`src/rtl/mux64_rr_arbiter.sv`:
```
// ---------------------------------------------------------------------------
// mux64_rr_arbiter
//
// Round-robin arbiter and sequencer for a shared 2:1 select datapath.
// Each cycle it picks which requester's word passes the mux. It captures
// that word into a one-entry output register and presents the register
// downstream with a VALID/READY handshake.
//
// Parameters
//   DATA_W      width of each data word and of the output register
//   FIRST_PRIO  requester that wins the first contested arbitration
//
// Ports
//   CLK         rising-edge clock
//   RST         synchronous active-low reset
//   REQ0/DATA0  requester 0 request and word; GNT0 = DATA0 captured this edge
//   REQ1/DATA1  requester 1 request and word; GNT1 = DATA1 captured this edge
//   OUT_VALID   output register holds a word
//   OUT_READY   consumer accepts the held word this cycle
//   OUT_DATA    held word
//   OUT_SRC     index of the requester that supplied OUT_DATA
//   SEL         mux select: the granted index during a grant, else last value
//
// Optional feature (macro ARB_LOCK_EN)
//   Adds LOCK0/LOCK1. A grant taken with LOCKk=1 locks the arbiter to
//   requester k until k is granted with LOCKk=0 or k drops its REQ.
// ---------------------------------------------------------------------------
module mux64_rr_arbiter #(
  parameter int   DATA_W     = 64,
  parameter logic FIRST_PRIO = 1'b0
) (
  input  logic              CLK,
  input  logic              RST,
  input  logic              REQ0,
  input  logic [DATA_W-1:0] DATA0,
  output logic              GNT0,
  input  logic              REQ1,
  input  logic [DATA_W-1:0] DATA1,
  output logic              GNT1,
  output logic              OUT_VALID,
  input  logic              OUT_READY,
`ifdef ARB_LOCK_EN
  input  logic              LOCK0,
  input  logic              LOCK1,
`endif
  output logic [DATA_W-1:0] OUT_DATA,
  output logic              OUT_SRC,
  output logic              SEL
);

  typedef enum logic {
    S_EMPTY = 1'b0,
    S_FULL  = 1'b1
  } state_t;

  state_t            state_q, state_d;
  logic [DATA_W-1:0] data_q, data_d;
  logic              src_q, src_d;
  logic              last_q, last_d;
  logic              sel_q, sel_d;

  logic              accept;
  logic              elig0, elig1;
  logic              gnt0, gnt1, gnt_any;
  logic              sel_now;
  logic [DATA_W-1:0] mux_word;

`ifdef ARB_LOCK_EN
  logic              locked_q, locked_d;
  logic              owner_q, owner_d;
  logic              owner_req;
  logic              lock_req;
`endif

  // Requests that may compete this cycle. While locked, only the owner's
  // request is visible; the other requester is held off.
  always_comb begin
    elig0 = REQ0;
    elig1 = REQ1;
`ifdef ARB_LOCK_EN
    if (locked_q) begin
      elig0 = REQ0 & ~owner_q;
      elig1 = REQ1 &  owner_q;
    end
`endif
  end

  // Mealy grant. The register can take a word when empty or when the held
  // word leaves this same cycle, so drain and refill overlap.
  always_comb begin
    accept = (state_q == S_EMPTY) | (OUT_READY & (state_q == S_FULL));
    gnt0   = 1'b0;
    gnt1   = 1'b0;
    if (RST && accept) begin
      if (elig0 && elig1) begin
        // Contested: the requester not served last wins.
        gnt0 =  last_q;
        gnt1 = ~last_q;
      end else begin
        gnt0 = elig0;
        gnt1 = elig1;
      end
    end
    gnt_any = gnt0 | gnt1;
  end

  // The select follows the live grant so the mux already points at the
  // winning word in the grant cycle; otherwise it parks on its last value.
  always_comb begin
    sel_now  = gnt_any ? gnt1 : sel_q;
    mux_word = sel_now ? DATA1 : DATA0;
  end

`ifdef ARB_LOCK_EN
  always_comb begin
    lock_req  = gnt1 ? LOCK1 : LOCK0;
    owner_req = owner_q ? REQ1 : REQ0;
  end
`endif

  // Next-state and register updates
  always_comb begin
    state_d = state_q;
    data_d  = data_q;
    src_d   = src_q;
    last_d  = last_q;
    sel_d   = sel_q;
`ifdef ARB_LOCK_EN
    locked_d = locked_q;
    owner_d  = owner_q;
`endif
    if (gnt_any) begin
      state_d = S_FULL;
      data_d  = mux_word;
      src_d   = gnt1;
      last_d  = gnt1;
      sel_d   = gnt1;
    end else if ((state_q == S_FULL) && OUT_READY) begin
      // Drain without refill: the stale word stays visible but not valid.
      state_d = S_EMPTY;
    end
`ifdef ARB_LOCK_EN
    if (gnt_any) begin
      if (lock_req) begin
        locked_d = 1'b1;
        owner_d  = gnt1;
      end else if (locked_q) begin
        // Only the owner can be granted while locked, so this is the
        // owner releasing the lock.
        locked_d = 1'b0;
      end
    end else if (locked_q && !owner_req) begin
      locked_d = 1'b0;
    end
`endif
  end

  always_ff @(posedge CLK) begin
    if (!RST) begin
      state_q <= S_EMPTY;
      data_q  <= '0;
      src_q   <= 1'b0;
      last_q  <= ~FIRST_PRIO;
      sel_q   <= 1'b0;
`ifdef ARB_LOCK_EN
      locked_q <= 1'b0;
      owner_q  <= 1'b0;
`endif
    end else begin
      state_q <= state_d;
      data_q  <= data_d;
      src_q   <= src_d;
      last_q  <= last_d;
      sel_q   <= sel_d;
`ifdef ARB_LOCK_EN
      locked_q <= locked_d;
      owner_q  <= owner_d;
`endif
    end
  end

  assign GNT0      = gnt0;
  assign GNT1      = gnt1;
  assign SEL       = sel_now;
  assign OUT_VALID = (state_q == S_FULL);
  assign OUT_DATA  = data_q;
  assign OUT_SRC   = src_q;

endmodule

```
`config.mk`:
```
export PLATFORM = sky130hd
export DESIGN_NAME = mux64_rr_arbiter
export DESIGN_NICKNAME = d
export VERILOG_FILES = /design/src/rtl/mux64_rr_arbiter.sv
export SDC_FILE = /design/constraint.sdc
export NUM_CORES = 1
export LEC_CHECK = 0
export CAP_MARGIN = 25
export CORE_ASPECT_RATIO = 1.1
export CORE_UTILIZATION = 25
export CTS_BUF_LIST = sky130_fd_sc_hd__clkbuf_16
export CTS_CLUSTER_DIAMETER = 30
export DETAILED_ROUTE_END_ITERATION = 6
export SYNTH_ARGS = -nofsm -noshare
export SYNTH_HDL_FRONTEND = slang
export SYNTH_SLANG_ARGS = --single-unit
```
`constraint.sdc`:
```
create_clock -name CLK -period 1.5 [get_ports CLK]
set_clock_uncertainty 0.1 [all_clocks]
set_input_delay 0.15 -clock CLK [delete_from_list [all_inputs] [get_ports CLK]]
set_output_delay 0.15 -clock CLK [all_outputs]
set_load 0.02 [all_outputs]
```
==> flow_summary_export.csv <==
group,metric,value,unit
logic_synthesis,mappedNetlistNets,633,
timing,setup_viol,69,
grt,grt_max_degree,87,
power_and_ir_drop,finalPower,6.16,mW
timing,tns,-11.95,ns
logic_synthesis,ys_seq_elements,68,
routing,avgViaCountPerCell,6.20,
layout,nets,829,
timing,fin_crit_sh,1.19,
timing,drv_slew,0,
layout,layout_common_cells,"clkdlybuf4s50_1 (129), o41ai_1 (72), dfxtp_1 (66), dlygate4sd2_1 (66), nand2_1 (65)",
routing,top_layer_used,"met4",
cts,hold_buffers,0,
worst_setup_path,cp-start-kind,"register",
worst_setup_path,crit_required,1.25,ns
timing,tightest_slew,0.956,ns
placement,port_buffers,201,
timing,rsz0062_at_grt,"true",
routing,wirelength,21400,um
logic_synthesis,synth.distinct_cells,22,
logic_synthesis,yosysSeqAreaShare,0.331,
timing,finalHoldViolCount,0,
layout,fill_cells,1402,
grt,grt_overflow,0,
layout,syn_to_final_growth,102,%
die,fp.dieW,124,um
die,die-height,137,um
timing,period_needed,1.79,ns
die,coreArea,15900,um^2
cts,cts_tree,"yes",
timing,holdWs,0.182,ns
logic_synthesis,synthesis.area,4120,um^2
min_path,whs_path_depth,4,
worst_setup_path,cp-end-kind,"output pin",
logic_synthesis,yosys.area_share.simple,0.190,
layout,drive_gt1_frac,0.284,
grt,grt_antenna_before_repair,0,
timing,max-slew-margin-rel,0.363,
cts,cts_buffer_depth,2,
power_and_ir_drop,vdd_drop_max,0.385,mV
power_and_ir_drop,pwr_density_cell,742,nW/um^2
logic_synthesis,synthXorXnorAreaFrac,0,
power_and_ir_drop,power_leakage,3.13,nW
logic_synthesis,ys_warn_count,0,
layout,antenna_cells,0,
cts,cts.sinks,68,
logic_synthesis,synth_mux_area_frac,0,
worst_setup_path,reg2reg_depth,6,
placement,gp_congestion,0.740,
run_status,violations,"setup timing",
worst_setup_path,worstSetupPathType,"reg2out",
routing,ant_nets,0,
layout,final_common_cell,"clkdlybuf4s50_1",
placement,dp_hpwl,9930,um
routing,route.met2.wl,10600,um
grt,grt_usage,0.222,
run,max_cap_viol_count,0,
min_path,hold_class,"in2reg",
timing,fmax,0.559,GHz
logic_synthesis,synth_top_family_by_area,"compound AO/OA/AOI/OAI gates",
routing,wl_met1,8470,um
worst_setup_path,crit_fanout,5,
die,initial_core_util,0.259,
routing,drt_iter0_drc,369,
routing,drt_first_pass_iters,5,
die,ioPinCount,202,
timing,fin_ws,-0.290,ns
cts,htree_levels,3,
cts,clk_pin_slew_worst_paths,0.05,ns
run_status,outcome,"finished with violations",
cts,clkLatencyLatePin,0.32,ns
logic_synthesis,syn_inst,500,
routing,drc,0,
grt,grt_pass1_vias,5481,
die,rows,48,
cts,cts_buffers,9,
worst_setup_path,cp.arrival,1.54,ns
die,die_area,17000,um^2
routing,route.met3.wl,1650,um
routing,wl_per_cell,23.7,um
grt,grt_pass1_wl,30100,um
cts,root_buffer,"clkbuf_16",
routing,vias,5590,
logic_synthesis,avgSynthCellArea,8.24,um^2
logic_synthesis,synth_compound_area_frac,0.377,
logic_synthesis,synth_adder_area_share,0,
[worst max-delay path, stage by stage (launching register included)]
cell and delay [ns]:
dfxtp_2 0.31, and2_4 0.13, or4_4 0.56, nand2_4 0.09, buf_6 0.11
[state kept, by name, indices dropped and copies added (netlist names)]
name	flops
OUT_SRC	1
last_q	1
OUT_VALID	1
OUT_DATA	64
sel_q	1
[worst paths after layout]
path	slack [ns]	end	startpoint
worst max-delay path	-0.29	SEL	last_q$_SDFFE_PN1P_
worst min-delay path	0.18	OUT_VALID$_SDFFE_PN0P_	RST
worst max register to register	-0.27	OUT_DATA[22]$_SDFFE_PN0P_	OUT_VALID$_SDFFE_PN0P_
worst min register to register	0.37	OUT_SRC$_SDFFE_PN0P_	OUT_SRC$_SDFFE_PN0P_
[cell families (layout without fill, tap and decap cells)]
group / Yosys count / after routing
flip-flops: 68 / 68
AND/OR/NAND/NOR: 137 / 137
buffers and inverters: 98 / 299
AO/OA/AOI/OAI: 197 / 197
[cell usage after synthesis]
library cell  instances  area [um^2]
nand2_1              66          248
nor4_1                1         6.26
inv_2                 3         11.3
nor2_1                1         3.75
a21oi_1               1         5.00
clkbuf_1             77          289
o41ai_1             129         1130
o21ai_1               1         5.00
dfxtp_1              68         1360
and2_1                1         6.26
o21ai_0               1         5.00
a31oi_1              64          400
inv_1                 1         3.75
nor2b_2               1         8.76
buf_2                11         55.1
or4_4                 1         11.3
nor3_1                1         5.00
buf_6                 5         56.3
or4_1                64          480
buf_1                 1         3.75
o311ai_0              1         8.76
nor2b_4               1         13.8
[power breakdown]
group          internal [mW]  switching (mW)  leakage [nW]
logic                   1.12            1.12          2.43
registers               1.95          0.0956         0.559
clock network           1.08           0.793         0.136
[cell type report]
| type | instances | area [um^2] | area share |
|---|---|---|---|
| Clock buffer | 9 | 225 | 0.0271 |
| Multi-Input combinational cell | 334 | 3140 | 0.378 |
| Clock inverter | 7 | 27.5 | 0.00332 |
| Timing Repair Buffer | 279 | 3260 | 0.393 |
| Inverter | 4 | 30.0 | 0.00362 |
| Tap cell | 200 | 250 | 0.0301 |
| Sequential cell | 68 | 1370 | 0.165 |
[routing by layer]
layer / track usage / vias to the layer above
li1: - / 2504
met1: 0.268 / 2694
met2: 0.367 / 332
met3: 0.0508 / 60
met4: 0.123 / 0
met5: 0 / -
[what timing repair did]
action | in CTS | in global routing
pin swaps | 38 | 36
gates cloned | 20 | 8
buffers inserted | 9 | 8
setup endpoints to repair | 137 | 71
resized for setup | 146 | 104
[through the flow]
step | utilization | setup slack [ns] | instance area, um^2 | instances
after floorplan | - | -0.213 | 4170 | 500
after global placement | 0.400 | -0.789 | 6370 | 845
after detailed placement | 0.400 | -0.813 | 6370 | 845
after CTS | 0.468 | -0.354 | 7450 | 890
after global routing | 0.522 | -0.335 | 8300 | 901
final | 0.522 | -0.290 | 8300 | 901
No activity file was read; power rests on OpenSTA's default activity.
